<file path="src/rtl/jk_state_monitor.sv">
// Observer for the two-flop JK state machine: counts state changes, detects the
// 00->11->01->10 cycle and flags a state held for DWELL_MAX unchanged samples.
module jk_state_monitor #(
   parameter int CNT_W     = 8,
   parameter int DWELL_MAX = 15
) (
   input  logic             clk,
   input  logic             res,
   input  logic             A,
   input  logic             B,
   input  logic             en,
   input  logic             clr,
   output logic [1:0]       prev_state,
   output logic [CNT_W-1:0] trans_cnt,
   output logic [CNT_W-1:0] hit_cnt,
   output logic             seq_hit,
   output logic             stuck
);

   typedef enum logic [1:0] {
      IDLE    = 2'd0,
      SEEN_00 = 2'd1,
      SEEN_11 = 2'd2,
      SEEN_01 = 2'd3
   } state_e;

   localparam logic [CNT_W-1:0] CNT_MAX   = '1;
   localparam logic [CNT_W-1:0] DWELL_LIM = CNT_W'(DWELL_MAX);

   function automatic logic [CNT_W-1:0] sat_inc(input logic [CNT_W-1:0] val,
                                                input logic [CNT_W-1:0] lim);
      sat_inc = (val >= lim) ? lim : val + 1'b1;
   endfunction

   state_e           state_q, state_d;
   logic [1:0]       prev_q, prev_d;
   logic [CNT_W-1:0] trans_q, trans_d;
   logic [CNT_W-1:0] hit_q, hit_d;
   logic [CNT_W-1:0] dwell_q, dwell_d;
   logic             valid_q, valid_d;
   logic             seq_hit_q, seq_hit_d;
   logic             stuck_q, stuck_d;
   logic [1:0]       s;

   assign s = {A, B};

   always_comb begin
      state_d   = state_q;
      prev_d    = prev_q;
      trans_d   = trans_q;
      hit_d     = hit_q;
      dwell_d   = dwell_q;
      valid_d   = valid_q;
      stuck_d   = stuck_q;
      seq_hit_d = 1'b0;

      if (clr) begin
         state_d = IDLE;
         prev_d  = 2'b00;
         trans_d = '0;
         hit_d   = '0;
         dwell_d = '0;
         valid_d = 1'b0;
         stuck_d = 1'b0;
      end else if (en) begin
         if (!valid_q) begin
            // First sample after reset/clear only seeds the history.
            prev_d  = s;
            valid_d = 1'b1;
            dwell_d = '0;
            state_d = (s == 2'b00) ? SEEN_00 : IDLE;
         end else if (s != prev_q) begin
            trans_d = sat_inc(trans_q, CNT_MAX);
            dwell_d = '0;
            prev_d  = s;
            if (s == 2'b00) begin
               state_d = SEEN_00;
            end else begin
               state_d = IDLE;
               case (state_q)
                  SEEN_00: if (s == 2'b11) state_d = SEEN_11;
                  SEEN_11: if (s == 2'b01) state_d = SEEN_01;
                  SEEN_01: begin
                     if (s == 2'b10) begin
                        seq_hit_d = 1'b1;
                        hit_d     = sat_inc(hit_q, CNT_MAX);
                     end
                  end
                  default: state_d = IDLE;
               endcase
            end
         end else begin
            dwell_d = sat_inc(dwell_q, DWELL_LIM);
         end
         stuck_d = (dwell_d == DWELL_LIM);
      end
   end

   always_ff @(posedge clk) begin
      if (!res) begin
         state_q   <= IDLE;
         prev_q    <= 2'b00;
         trans_q   <= '0;
         hit_q     <= '0;
         dwell_q   <= '0;
         valid_q   <= 1'b0;
         seq_hit_q <= 1'b0;
         stuck_q   <= 1'b0;
      end else begin
         state_q   <= state_d;
         prev_q    <= prev_d;
         trans_q   <= trans_d;
         hit_q     <= hit_d;
         dwell_q   <= dwell_d;
         valid_q   <= valid_d;
         seq_hit_q <= seq_hit_d;
         stuck_q   <= stuck_d;
      end
   end

   assign prev_state = prev_q;
   assign trans_cnt  = trans_q;
   assign hit_cnt    = hit_q;
   assign seq_hit    = seq_hit_q;
   assign stuck      = stuck_q;

endmodule

</file>
<file path="config.mk">
export PLATFORM = sky130hd
export DESIGN_NAME = jk_state_monitor
export DESIGN_NICKNAME = d
export VERILOG_FILES = /design/src/rtl/jk_state_monitor.sv
export SDC_FILE = /design/constraint.sdc
export NUM_CORES = 1
export LEC_CHECK = 0
export BUFFER_PORTS_ARGS = -buffer_cell sky130_fd_sc_hd__buf_2
export CAP_MARGIN = 5
export CELL_PAD_IN_SITES_DETAIL_PLACEMENT = 0
export CELL_PAD_IN_SITES_GLOBAL_PLACEMENT = 1
export CORE_ASPECT_RATIO = 1.5
export CORE_MARGIN = 2
export CORE_UTILIZATION = 45
export DETAILED_ROUTE_END_ITERATION = 8
export GPL_ROUTABILITY_DRIVEN = 1
export PLACE_DENSITY_LB_ADDON = 0.1
export SYNTH_ARGS = -nofsm -noshare
export SYNTH_HDL_FRONTEND = slang
export SYNTH_SLANG_ARGS = --single-unit
</file>
<file path="constraint.sdc">
create_clock -name clk -period 5.22 [get_ports clk]
set_input_delay 0.783 -clock clk [delete_from_list [all_inputs] [get_ports clk]]
set_output_delay 0.783 -clock clk [all_outputs]
set_load 0.02 [all_outputs]
</file>
Word level (Yosys, flattened, before mapping)
Cells that the tools add are included.
- flip-flop bits (word level): 31
- $add $sub $neg: 3
- $lt $le $gt $ge: 3
- equality and inequality tests: 9
- muxes and demuxes: 17
- bitwise gates (word level): 6
- reductions and logical operators: 6
- operator list (cell ; count):
    8-bit two-way mux ; 7
    8-bit by 1-bit adder with 8-bit output (second input constant) ; 3
    8-bit >= comparator (second input constant) ; 2
    2-bit two-way mux ; 7
    2-bit == test (second input constant) ; 4
    8-bit by 4-bit == test with 1-bit output (second input constant) ; 1
    8-bit by 4-bit >= comparator with 1-bit output (second input constant) ; 1
    7-bit OR reduction ; 1
    1-bit inverter ; 6
    6-bit AND reduction ; 1
    2-bit by 1-bit == test with 1-bit output (second input constant) ; 2
    2-bit case mux with 2 select lines ; 1
    3-bit AND reduction ; 1
    2-bit zero test ; 1
    1-bit two-way mux ; 2
    2-bit by 1-bit inequality test with 1-bit output (second input constant) ; 1
    2-bit inequality test ; 1
    2-bit AND reduction ; 1
    2-bit OR reduction ; 1

Longest topological paths before layout
Gate-level depths: netlist (run 1).
- word-level depth: 7
- gate-level depth with buffers: 6
- mapped depth without buffers: 5

Worst setup path after synthesis (run 1)
OpenSTA, ideal clock, no wires.
- path type: input-to-reg
- start: input port B
- end: register hit_q[4] (netlist: hit_cnt[4])
- library setup time: 0.069 ns
- data arrival time: 1.854 ns
- required time: 5.151 ns
- slack: 3.297 ns
- stages: 4
- buffers on the path: 0
- path through: nand4b_4 -> or4_4 -> a2111o_1 -> o21ai_1
- word-level cells in the longest chain between the ends: 3
- RTL lines (item ; RTL line ; RTL):
    from (decl) ; 10 ; input logic B,
    2-bit zero test ; 76 ; if (s == 2'b00) begin
    1-bit inverter (no line) ; - ;
    6-bit AND reduction (no line) * ; - ;
    to (signal assigned) ; 113 ; hit_q <= hit_d;
    to (decl) ; 38 ; logic [CNT_W-1:0] hit_q, hit_d;
Mark *: on every way between the ends. The rest lies on a longest branch, timed or not.
A chain may end at the register's enable or synchronous reset.

Final worst setup path (run 1)
- start: input port A
- end: register trans_q[4] (netlist: trans_cnt[4])
- word-level cells in the longest chain between the ends: 2
- RTL lines (item ; RTL line ; RTL):
    from (decl) ; 9 ; input logic A,
    2-bit inequality test ; 72 ; end else if (s != prev_q) begin
    3-bit AND reduction (no line) ; - ;
    to (signal assigned) ; 112 ; trans_q <= trans_d;
    to (decl) ; 37 ; logic [CNT_W-1:0] trans_q, trans_d;
Every way passes these cells.

==> results of run 1 <==
-- synth_stat cells, types with 2 or more instances --
master / number / share of area [%]
a211oi_1: 7 / 3.4
a21oi_1: 10 / 3.2
a311oi_1: 3 / 1.7
a31oi_1: 8 / 3.2
a41o_1: 2 / 1.3
a41oi_1: 2 / 1.1
and2_1: 2 / 0.81
and3_1: 4 / 1.6
and4_1: 4 / 2.3
buf_4: 2 / 0.97
clkbuf_1: 2 / 0.48
dfxtp_1: 31 / 40
ha_1: 6 / 4.8
inv_1: 7 / 1.7
inv_2: 2 / 0.48
mux2i_1: 2 / 1.3
nand2_1: 13 / 3.1
nand2b_1: 2 / 0.81
nand3_1: 4 / 1.3
nand4_1: 4 / 1.6
nand4b_1: 3 / 1.7
nor2_1: 11 / 2.7
nor2b_1: 3 / 1.2
nor3_1: 5 / 1.6
nor4_1: 2 / 0.81
o21ai_0: 6 / 1.9
or4_4: 2 / 1.5
xnor2_1: 4 / 2.3
-- layer usage --
layer / global-route usage, % / part of all wire (%) / up-vias
met5: 0 / 0 / -
met4: 9.474 / 2.7 / 0
met3: 5.512 / 3.8 / 10
met2: 32.28 / 50 / 30
met1: 23.76 / 44 / 657
li1: - / - / 697
-- flip-flops by register name, indices dropped and copies added (netlist names) --
name and cells:
state_q 2, stuck 1, prev_state 2, trans_cnt 8
dwell_q 8, valid_q 1, seq_hit 1, hit_cnt 8
-- cell usage in the layout (no fill, tap or decap), drive strengths merged, types with 2 or more instances in the layout --
cell,count
a31oi,8
a311oi,3
a211oi,7
nor2,11
nand2,13
clkbuf,7
nand4,4
a21oi,10
a41oi,2
nor3,5
o21ai,7
or4,2
nand2b,2
and4,4
nor2b,3
a41o,2
nor4,3
dfxtp,31
inv,9
nand3,4
buf,25
nand4b,4
ha,6
xnor2,4
and2,2
and3,5
mux2i,2
-- cell type report --
| cell class | count | area share (%) |
|---|---|---|
| clock buffers | 7 | 4.308 |
| clock inverters | 1 | 0.2825 |
| inverters | 9 | 1.907 |
| multi-input cells | 125 | 48.45 |
| flip-flops and latches | 31 | 35.03 |
| well taps | 42 | 2.966 |
| repair buffers | 25 | 7.062 |
-- stage by stage --
step                total power [W]  worst slack [ns]
CTS                       0.0004479             3.261
global route              0.0004634             3.066
global placement          0.0002684             3.029
detailed placement        0.0002688             2.943
floorplan                 0.0002627             3.297
finish                    0.0004424             3.188
-- power groups by stage --
stage | Combinational (W) | Clock [W] | Sequential, W
global route | 0.0000260 | 0.000197 | 0.000240
detailed placement | 0.0000234 | 0 | 0.000245
CTS | 0.0000235 | 0.000184 | 0.000240
floorplan | 0.0000178 | 0 | 0.000245
finish | 0.0000236 | 0.000179 | 0.000240
global placement | 0.0000229 | 0 | 0.000245
-- cells by family after synthesis --
| group | Yosys count | synth area share [%] |
|---|---|---|
| buf+inv | 15 | 4.677 |
| xor+xnor | 4 | 2.258 |
| compound gates | 44 | 19.11 |
| fa+ha+maj | 6 | 4.839 |
| flops | 31 | 40.00 |
| simple gates | 68 | 27.10 |
| mux | 3 | 2.016 |
-- worst max-delay path by stage --
stage / startpoint / end / slack (ns) / cells past startpoint
finish: A / trans_cnt[4]$_SDFFE_PP0P_ / 3.19 / 5
detailed placement: A / trans_cnt[4]$_SDFFE_PP0P_ / 2.94 / 5
CTS: A / trans_cnt[4]$_SDFFE_PP0P_ / 3.26 / 5
floorplan: B / hit_cnt[4]$_SDFFE_PP0P_ / 3.30 / 4
global route: en / trans_cnt[4]$_SDFFE_PP0P_ / 3.07 / 5
global placement: A / trans_cnt[4]$_SDFFE_PP0P_ / 3.03 / 5
-- critical path, cell delays in order --
cell,delay (ns)
buf_2,0.14
xnor2_1,0.19
a21oi_1,0.65
a41oi_1,0.22
a211oi_1,0.23
==> impl.org, run 1 <==
** Run status
- The flow ran to the end, and the final reports show no timing, DRC or antenna violations.

** Drt
- Detailed-routing iteration count for the pre-antenna-repair pass :: 4
- Dividing the detail-routed via count by the number of cells gives 5.808.
- The detailed router finished its first iteration with 47 violations.
- After detailed routing, the average wire length per cell comes to 14.64 µm.
- For this run, design rule violations remaining after detail routing come to 0.
- Detailed-route via count :: 1394
- The count of nets left with antenna violations once routing finished came out at 0.
- Summed over all layers, the routed wires come to 3514 µm.

** STA
- Largest clock skew in the final design :: 0.006405 ns
- The worst path in the final design needs a cycle of 2.032 ns, including I/O delays and setup.
- Static timing analysis puts the maximum clock frequency at 492.2 MHz.
- Final hold analysis gives a worst-case slack of 0.5069 ns.
- Setup repair after global routing missed its margin :: false
- Setup violations remaining at the end of the flow were counted as 0.
- After routing, the total negative slack on setup checks comes to 0 ns.
- Tightest Pin Transition :: 0.9305 ns
- Final Cycle Share :: 38.92%
- Worst slew margin relative to its limit :: 37.97%
- The number of hold-slack violations in the final timing report was 0.
- Fin. max-slew vios :: 0

** Finish
- Compared with the post-synthesis result, the final layout area differs by 14.19%.
- Area used by multi-input combinational logic :: 858.3 µm²
- 0 antenna diodes ended up in the layout.
- Summing all flip-flop and latch instances after layout gives 620.6 µm².
- The count of cells in the finished layout, fillers not included, comes to 240.
- The filler cells instantiated in the layout total 337.
- Cells fill 52.88% of the core in the end.
- Cells with a size suffix above 1 make up 20.20% of the layout.
- Nets@finish :: 209
- After routing the design area is 1772 µm².

** Clock network
- Clock input transition at the sequential cells of the worst setup and hold paths :: 0.06 ns
- The H-tree was split into 2 levels.
- Clock insertion delay at the later pin of the skew report :: 0.28 ns
- Hold repair after CTS inserted 0 buffers.
- The clock passes through at most 2 buffers.
- Number of buffers inserted to repair setup after CTS :: 0
- Clock tree root buffer cell :: clkbuf_8
- The number of clock buffers added by TritonCTS is 5.
- TritonCTS clock tree :: built
- Gates resized, CTS repair :: 0
- Clock tree sinks :: 31

** Hold path
- Number of cells on the worst hold path :: 2
- In this run the worst hold path is classified as reg2reg.
- Hold path startpoint :: state_q[1]$_SDFFE_PP0P_
- Sink of the worst hold path :: state_q[1]$_SDFFE_PP0P_

** Pwr
- In this run the power spent charging and discharging nets is 0.0001035 W.
- Summed over all cells, the static leakage comes to 0.7048 nW.
- In this run the power density over the cells is 249.7 nW/µm².
- Proportion of power drawn by flip-flops and latches :: 54.3%
- Fraction of power consumed by combinational cells :: 5.3%
- Int Pwr :: 0.0003389 W
- Of the total power, the clock network draws 40.4%.
- Net switching is 23.40% of the power.
- Maximum vdd drop :: 0.0001606 V

** Floorplan
- Full die area :: 3943 µm²
- Die width :: 51.94 µm
- Initial cell density of the core :: 46.30%
- Top-Level Pins :: 26
- Area of the placeable core :: 3351 µm²
- The floorplan has 26 rows.
- Die Y-Extent :: 75.92 µm

** Place
- Final GP Congestion :: 0.7783
- Once placement completed, the tool counted placed cells totaling 232.
- Port buffering added 25 buffers.
- Placed wire-length estimate after detailed placement :: 2522 µm
- Area after DPL :: 1690 µm²

** Global routing
- Total congestion overflow :: 0
- The first global-routing pass estimated 6023 µm of wire.
- Initial antenna violation count :: 0
- Via count of the first global-routing pass :: 1328
- Largest net degree at the start of global routing :: 24
- In the global route stage, overall resource usage came out at 20.02%.

** Logic synthesis
- Avg Inst Size Synth :: 9.073 µm²
- Synthesized area :: 1551 µm²
- After synthesis, the netlist uses 46 different library cells.
- Yosys warns :: 0
- Sequential cells were found to cover 40.00% of the synthesized design area.
- Synthesis produced 171 cells.
- Number of enable-type register cells in the synthesized netlist :: 0
- Share of async-settable or async-resettable flops after synthesis :: 0%
- Dominant register cell in the synthesized netlist :: dfxtp_1
- Number of synthesized register bits :: 31
- When the netlist entered floorplanning its net count stood at 183.

** Worst setup path
- For the worst setup path, the data arrival time is 2.22 ns.
- Type of the setup path with the least slack :: in2reg
- In this run the register-to-register setup slack is 3.37 ns.
- R2r startpoint :: valid_q$_SDFFE_PP0P_
- Critical Path RT :: 5.40 ns
- Critical-path maximum fanout :: 11
- End of the worst register-to-register path :: trans_cnt[4]$_SDFFE_PP0P_
- Capturing element type of the critical path :: flip-flop
- Logic depth of the worst register-to-register path :: 4
- The worst setup path is launched from a primary input.

** Flow run
- MaxCap Viol Count :: 0
Note: power is estimated with default switching activity, not from simulation.
==> run 2, diff against run 1 <==
--- a/config.mk
+++ b/config.mk
@@ -5,13 +5,14 @@
 export SDC_FILE = /design/constraint.sdc
 export NUM_CORES = 1
 export LEC_CHECK = 0
+export ABC_AREA = 1
 export BUFFER_PORTS_ARGS = -buffer_cell sky130_fd_sc_hd__buf_2
 export CAP_MARGIN = 5
 export CELL_PAD_IN_SITES_DETAIL_PLACEMENT = 0
 export CELL_PAD_IN_SITES_GLOBAL_PLACEMENT = 1
 export CORE_ASPECT_RATIO = 1.5
 export CORE_MARGIN = 2
-export CORE_UTILIZATION = 45
+export CORE_UTILIZATION = 39
 export DETAILED_ROUTE_END_ITERATION = 8
 export GPL_ROUTABILITY_DRIVEN = 1
 export PLACE_DENSITY_LB_ADDON = 0.1
==> constraint.sdc (replaced) <==
create_clock -name clk -period 2.05 [get_ports clk]
set_input_delay 0.3075 -clock clk [delete_from_list [all_inputs] [get_ports clk]]
set_output_delay 0.3075 -clock clk [all_outputs]
set_load 0.02 [all_outputs]
==> run 2 against run 1 <==
  * Count of clock-buffer cells in the layout shrank 1
  * Cell count rose by 37%
  * Power increased to 2.5 times the previous value
  * Setup slack got worse by 2.7 ns
  * Via count grew 18%
  * Critical path type is now reg2reg
  * Largest cell class unchanged
==> impl.org, run 2 <==
** Run status
- Run status :: finished clean

** STA
- The final worst hold slack was 0.3789 ns (-0.1280 ns).
- The final number of setup-violating endpoints was 0 (unchanged).
- The clock skew after layout is 0.005272 ns (-0.001133 ns).
- The post-route setup TNS came to 0 ns (unchanged).
- Final Cycle Share :: 75.01%
- Setup repair after global routing left no endpoint under its margin.
- Peak Freq :: 650.3 MHz
- The worst slew margin relative to its limit was 78.82% (+41 points).
- The routed design could run at a clock period as short as 1.538 ns.
- Fin. max-slew vios :: 0 (unchanged)
- Final Hold Fails :: 0 (unchanged)
- Tightest Pin Transition :: 0.3168 ns (-0.6136 ns)

** Floorplan
- The die area came to 4847 µm² (+23%).
- The die outline width came to 57.52 µm (+11%).
- The floorplan die height was 84.28 µm (+11%).
- The count of boundary I/O pins is 26 (unchanged).
- The standard cell core area is 4173 µm² (+25%).
- Initial cell density of the core :: 40.15% (-6.2 points)
- Placement Rows :: 29 (+12%)

** Drt
- The DRC violation count after routing is 0 (unchanged).
- The remaining antenna violation count after routing was 0 (unchanged).
- The length of the first detailed-routing pass in iterations came to 4 (unchanged).
- The total detailed-routing wirelength came to 3828 µm (+8.9%).
- The via-per-instance ratio is 4.982 (-14%).
- The number of vias in the routed layout came to 1639 (+18%).
- The routed length per instance is 11.64 µm (-21%).
- The violation count after the first detailed-routing iteration was 64 (+36%).

** Clock network
- The number of clock buffers inserted by TritonCTS came to 5 (unchanged).
- The later-pin clock latency in the skew report came to 0.28 ns (about the same).
- The count of hold-fix buffers inserted at cts is 0 (unchanged).
- The clock transition at the register clock pins on the worst setup and hold paths after CTS was 0.07 ns (about the same).
- The tree is rooted in a clkbuf_8.
- The number of clock sinks seen by CTS was 31 (unchanged).
- Number of buffers inserted to repair setup after CTS :: 0 (unchanged)
- Max Buffers Root-to-Sink :: 2 (unchanged)
- Number of levels the H-tree was split into :: 2 (unchanged)
- TritonCTS built the clock tree.
- Gates resized, CTS repair :: 0 (unchanged)

** Logic synthesis
- The part of the Yosys area used for sequential elements was 37.04% (-3.0 points).
- Net count of the mapped netlist :: 265 (+45%)
- The number of warnings printed during yosys synthesis came to 0 (unchanged).
- The largest total area in the synthesized netlist belongs to dfxtp_1.
- Number of different library cells in the post-synthesis netlist :: 21 (-54%)
- The number of storage elements in the synthesis netlist came to 31 (unchanged).
- Dominant register cell in the synthesized netlist :: dfxtp_1
- Mapped Cells :: 253 (+48%)
- Simple-gate area share of the yosys netlist :: 40.78% (+14 points)
- The count of flip-flops with a built-in enable after synthesis was 0 (unchanged).
- The share of async-settable or async-resettable flops after synthesis was 0% (unchanged).
- Synthesized area :: 1675 µm² (+8.0%)
- Compound-Gate Fraction of Synth Area :: 9.037% (-10 points)
- In the post-synthesis netlist, the cell with the most instances is nand2_1.
- The fraction of synthesized cell area in xor and xnor cells came to 2.614% (+0.36 points).
- Avg Inst Size Synth :: 6.622 µm² (-27%)
- After synthesis, the largest family of logic cells by area is simple AND/OR/NAND/NOR gates.
- Share of synthesized area spent on multiplexers :: 0% (-2.0 points)
- Share of the synthesized area in the top cell type :: 37.04% (-3.0 points)
- The adder-cell area share of the yosys netlist is 4.481% (-0.36 points).
- The commonest cells after synthesis are nand2_1 (78), nor2_1 (36), dfxtp_1 (31), nand3_1 (24), inv_1 (22).
- Sorting the synthesized cells by area gives the leading types as dfxtp_1 (37%), nand2_1 (17%), nor2_1 (8.1%).

** Worst setup path
- STA classifies the critical path endpoint as a flip-flop.
- The worst setup path is launched from a flip-flop.
- The maximum fanout along the worst path is 8 (-3).
- The worst setup path is of the reg2reg kind.
- Worst path arrival time :: 1.75 ns (-0.47 ns)
- The data required time of the worst path came to 2.27 ns (-3.13 ns).

** Place
- The placed wire-length estimate was 2807 µm (+11%).
- Final GP Congestion :: 0.8017 (+3.0%)
- The count of buffers inserted at the top-level ports was 25 (unchanged).

** Pwr
- The largest voltage drop on the vdd net was 0.0005616 V (+250%).
- The switching share of power was 24.26% (+0.87 points).
- Cell Pwr Density :: 584.1 nW/µm² (+130%)
- Overall power :: 0.001128 W (+150%)
- Fraction of power consumed by combinational cells :: 6.1% (+0.8 points)
- Proportion of power drawn by flip-flops and latches :: 54.2% (about the same)
- The reported leakage power was 0.8412 nW (+19%).
- The internal cell power was 0.0008540 W (+150%).
- Net switching power :: 0.0002736 W (+160%)
- The part of the total power dissipated in the clock network came to 39.7% (-0.7 points).

** Global routing
- Largest net degree at the start of global routing :: 20 (-17%)
- Total routing usage reported by global routing :: 16.99% (-3.0 points)
- The total global routing overflow came to 0 (unchanged).
- Initial antenna violation count :: 0 (unchanged)
- The first-pass GRT wire length was 6658 µm (+11%).
- Via count of the first global-routing pass :: 1505 (+13%)

** Finish
- Leaving out fill and tap cells, the most frequent cells in the layout are nand2_1 (78), nor2_1 (36), dfxtp_1 (31).
- Layout cell share with drive strength beyond 1 :: 15.55% (-4.7 points)
- Leaving out fill and tap cells, the most frequent cell in the layout is nand2_1.
- Inserted Diodes :: 0 (unchanged)
- The area growth from synthesis to layout is 15.24%.
- Nets@finish :: 296 (+42%)

** Hold path
- The tightest min-delay check is of the in2reg type.

** Flow run
- MaxCap Viol Count :: 0 (unchanged)
## run 2: changes by cell type in the layout (fill, tap and decap cells not counted), sizes merged, moves of 8 or more
cell	change
nand2	+69
nor2	+28
nand3	+21
inv	+14
a21oi	+8
a31oi	-8
## run 2: cell families after synthesis
group	Yosys count
adder cells (fa/ha/maj)	6
AO/OA/AOI/OAI	30
buffers and inverters	26
flip-flops	31
AND/OR/NAND/NOR	155
XOR/XNOR	5
## run 2: critical path, cell delays in order, from the launching register on
cell,delay (ns)
dfxtp_1,0.41
ha_1,0.24
nand2_1,0.10
nor2_1,0.12
nand3_1,0.25
nand3_1,0.18
nand2_1,0.06
a21oi_1,0.12
## run 2: final timing paths
check / end / cells past startpoint / startpoint / slack, ns
worst max-delay path: trans_cnt[6]$_SDFFE_PP0P_ / 7 / trans_cnt[0]$_SDFFE_PP0P_ / 0.51
worst min-delay path: prev_state[0]$_SDFFE_PP0P_ / 3 / B / 0.38
worst max register to register: trans_cnt[6]$_SDFFE_PP0P_ / 7 / trans_cnt[0]$_SDFFE_PP0P_ / 0.51
worst min register to register: dwell_q[7]$_SDFFE_PP0P_ / 2 / dwell_q[7]$_SDFFE_PP0P_ / 0.44
## run 2: power groups by stage
stage | Combinational (W) | Clock [W] | Sequential (W)
floorplan | 0.0000453 | 0 | 0.000627
global placement | 0.0000702 | 0 | 0.000625
detailed placement | 0.0000700 | 0 | 0.000625
CTS | 0.0000703 | 0.000465 | 0.000611
global route | 0.0000782 | 0.000483 | 0.000612
finish | 0.0000687 | 0.000448 | 0.000611
## run 2: area by class of cell
class / count / area, µm²
clock buffer: 6 / 72.57
fill: 449 / 2242
tap: 46 / 57.56
inverter: 23 / 86.33
multi-input combinational: 196 / 953.4
sequential: 31 / 620.6
timing repair buffer: 27 / 140.1
## run 2: per-stage QoR
| stage | util (%) | setup slack (ns) | cell area [µm²] | cells |
|---|---|---|---|---|
| final | 46.27 | 0.5123 | 1931 | 329 |
| after global routing | 46.27 | 0.3052 | 1931 | 329 |
| after CTS | 46.27 | 0.4876 | 1931 | 329 |
| after detailed placement | 44.53 | 0.5031 | 1858 | 323 |
| after global placement | 44.53 | 0.4709 | 1858 | 323 |
| after floorplan | - | 0.6076 | 1675 | 253 |
## run 2: layer usage
layer / track usage [%] / vias up / wire, µm / part of all wire [%]
met5: 0 / - / 0 / 0
met4: 6.554 / 0 / 57 / 1.5
met3: 3.236 / 5 / 105 / 2.7
met2: 28.93 / 21 / 1950 / 51
met1: 20.67 / 744 / 1715 / 45
li1: - / 869 / - / -
==> run 3, diff against run 2 <==
==> constraint.sdc (replaced) <==
create_clock -name clk -period 1.5 [get_ports clk]
set_input_delay 0.225 -clock clk [delete_from_list [all_inputs] [get_ports clk]]
set_output_delay 0.225 -clock clk [all_outputs]
set_load 0.02 [all_outputs]
==> run 3 against run 2 <==
  * Global-route usage rose by 0.46 points
  * Power rose by 60%
  * Die area did not move
  * Via count rose by 2.3%
  * Wire length rose by 1.7%
  * Setup slack got worse by 0.34 ns
==> impl.org, run 3 (synthesis gave the netlist of run 2 again) <==
** Pwr
- The power share of the sequential group came to 46.2% (-8.0 points).
- The total power is 0.001807 W (+60%).
- Clock power frac :: 48.4% (+8.7 points)
- Fraction of power spent switching nets :: 22.73% (-1.5 points)
- The power share of the combinational group is 5.4% (-0.7 points).
- Pleak :: 0.9004 nW (+7.0%)
- The internal cell power is 0.001397 W (+64%).
- The power density over the cells was 879.7 nW/µm² (+51%).
- Maximum vdd drop :: 0.0006534 V (+16%)
- Net switching power :: 0.0004108 W (+50%)

** Clock network
- TritonCTS built the clock tree.
- The clock transition at the register clock pins on the worst setup and hold paths after CTS was 0.07 ns (about the same).
- CTS placed an instance of clkbuf_8 at the clock tree root.
- Total of hold buffers inserted after clock tree synthesis :: 0 (unchanged)
- The later-pin clock latency in the skew report is 0.29 ns (about the same).
- Number of buffers added by the clock tree synthesis step :: 5 (unchanged)
- The number of clock sinks seen by CTS came to 31 (unchanged).
- The number of H-tree levels came to 2 (unchanged).
- Max Buffers Root-to-Sink :: 2 (unchanged)

** Floorplan
- The count of boundary I/O pins was 26 (unchanged).
- The standard cell core area is 4173 µm² (unchanged).
- The floorplan die height came to 84.28 µm (unchanged).
- The die outline width is 57.52 µm (unchanged).
- Full die area :: 4847 µm² (unchanged)
- The effective utilization at floorplan came to 40.15% (unchanged).
- Placement Rows :: 29 (unchanged)

** Place
- The post-detailed-placement cell area was 1903 µm² (+2.4%).
- Placed wire-length estimate after detailed placement :: 2873 µm (+2.4%)
- Final GP Congestion :: 0.7920 (-1.2%)
- Port Buf Inserts :: 25 (unchanged)

** Worst setup path
- The maximum fanout along the worst path was 9 (+1).
- The number of cells traversed by the worst register-to-register path is 7 (unchanged).
- The depth of the critical timing path with buffers and inverters included was 7 (unchanged).
- Type of the setup path with the least slack :: reg2reg
- Capturing element type of the critical path :: flip-flop
- Delay of the slowest critical-path stage :: 0.39 ns (-0.02 ns)
- The data required time of the worst path was 1.73 ns (-0.54 ns).
- Category of the worst setup path launch point :: flip-flop
- Most Frequent Cell on Critical Path :: nand2_1
- The data arrival time at the worst-slack endpoint was 1.56 ns (-0.19 ns).
- List of cells traversed by the critical path :: ha_1, nand3_1, inv_1, nand3_2, nand2_1, nand2_1, nor2_1
- The number of buffers and inverters on the critical path was 1 (+1).
- On the critical path the largest part of the delay comes from simple AND/OR/NAND/NOR gates.
- The slowest stage of the critical path belongs to the cell dfxtp_1.

** Finish
- The number of filler cells placed in the layout was 445 (-0.89%).
- Most frequent standard cell in the layout excluding fill and tap cells :: nand2_1
- Design Area, Final :: 2054 µm² (+6.4%)
- The post-route core utilization came to 49.24% (+3.0 points).
- The proportion of layout cells with a drive suffix above 1 came to 20.82% (+5.3 points).
- The net count reported at finish came to 304 (+2.7%).
- The antenna diode instance count is 0 (unchanged).
- Compared with the post-synthesis result, the final layout area differs by 22.63%.
- The library cells used most frequently in the layout, excluding fill and tap cells, are nand2_1 (78), nor2_1 (35), dfxtp_1 (30).

** Drt
- Remaining number of nets flagged by the antenna check after routing :: 0 (unchanged)
- Detailed-route via count :: 1676 (+2.3%)
- Detailed-route wire length :: 3894 µm (+1.7%)
- DRC violation total after the first TritonRoute iteration :: 76 (+19%)
- WL per Instance :: 11.49 µm (-1.3%)
- Detailed-routing iteration count for the pre-antenna-repair pass :: 4 (unchanged)
- The DRC violation count after routing came to 0 (unchanged).
- Avg Vias per Cell :: 4.944 (-0.76%)

** Flow run
- The max capacitance violation total came to 0 (unchanged).

** STA
- The max-slew violation total from the final report is 0 (unchanged).
- The ratio of final minimum period to clock period was 88.84% (+14 points).
- The final worst hold slack came to 0.2934 ns (-0.08551 ns).
- Final Hold Fails :: 0 (unchanged)
- The clock skew after layout came to 0.005013 ns (-0.0002589 ns).
- The transition time of the tightest slew-check pin is 0.2916 ns (-0.02525 ns).
- Peak Freq :: 750.4 MHz (+15%)
- Total Neg Setup Slack :: 0 ns (unchanged)
- Worst slew margin relative to its limit :: 80.54% (+1.7 points)
- The final number of setup-violating endpoints is 0 (unchanged).
- Clock period minus final worst setup slack :: 1.333 ns (-0.2051 ns)
- Setup repair after global routing left no endpoint under its margin.

** Global routing
- Total routing usage reported by global routing :: 17.45% (+0.46 points)
- The maximum number of pins on one net before global-route repair is 16 (-20%).
- The number of antenna violations at the first check in global routing was 0 (unchanged).
- First-pass GRT wire length :: 6699 µm (+0.62%)
- Via count of the first global-routing pass :: 1520 (+1.0%)
- The total global routing overflow was 0 (unchanged).

** Run status
- Run status :: finished clean

** Hold path
- The worst hold path belongs to the class in2reg.
- The number of cells on the worst hold path was 4 (+1).
run 3: changes by cell type in the layout (fill, tap and decap cells not counted), moves of 2 or more:
| cell | delta |
|---|---|
| buf_4 | +8 |
| nand3_2 | +2 |
| ha_2 | +2 |
| nand3_1 | -2 |
| ha_1 | -2 |
run 3: worst paths after layout:
| kind | slack (ns) | end | startpoint |
|---|---|---|---|
| setup / recovery | 0.17 | hit_cnt[1]$_SDFFE_PP0P_ | state_q[0]$_SDFFE_PP0P_ |
| hold / removal | 0.29 | stuck$_SDFFE_PP0P_ | en |
| setup reg to reg | 0.17 | hit_cnt[1]$_SDFFE_PP0P_ | state_q[0]$_SDFFE_PP0P_ |
| hold reg to reg | 0.45 | dwell_q[4]$_SDFFE_PP0P_ | dwell_q[4]$_SDFFE_PP0P_ |
run 3: worst register-to-register path, stage by stage (launching register included):
cell	delay, ns
dfxtp_1	0.39
ha_1	0.17
nand3_1	0.14
inv_1	0.12
nand3_2	0.20
nand2_1	0.12
nand2_1	0.05
nor2_1	0.08
run 3: power by group through the flow:
stage	Sequential, W	Combinational (W)	Clock [W]
after global routing	0.000835	0.000110	0.000929
after CTS	0.000835	0.0000997	0.000894
after floorplan	0.000857	0.0000620	0
after global placement	0.000853	0.0000992	0
final	0.000835	0.0000973	0.000875
after detailed placement	0.000854	0.0000996	0
run 3: repair_timing:
action                                  in CTS  in global routing
gates resized for setup                      0                  6
buffers inserted                             0                  2
endpoints found under the setup margin       0                 13
hold endpoints to repair                     0                  0
run 3: routing by layer:
metal	track usage, %	share of wire, %
met1	20.53	45
met2	29.44	50
met3	4.160	3.6
met4	7.611	1.9
met5	0	0
run 3: final cells by class:
type | instances | area, µm² | share of cell area, %
timing repair buffer | 35 | 200.2 | 9.744
multi-input combinational | 196 | 970.9 | 47.26
sequential | 31 | 621.8 | 30.27
clock inverter | 2 | 35.03 | 1.705
inverter | 23 | 86.33 | 4.202
tap | 46 | 57.56 | 2.801
clock buffer | 6 | 82.58 | 4.019
run 3: metrics by stage:
step	instances	setup slack [ns]
2_1_floorplan	253	0.05761
3_3_place_gp	329	0.1318
3_5_place_dp	329	0.06627
4_1_cts	337	0.05268
5_1_grt	339	0.0002628
6_report	339	0.1674
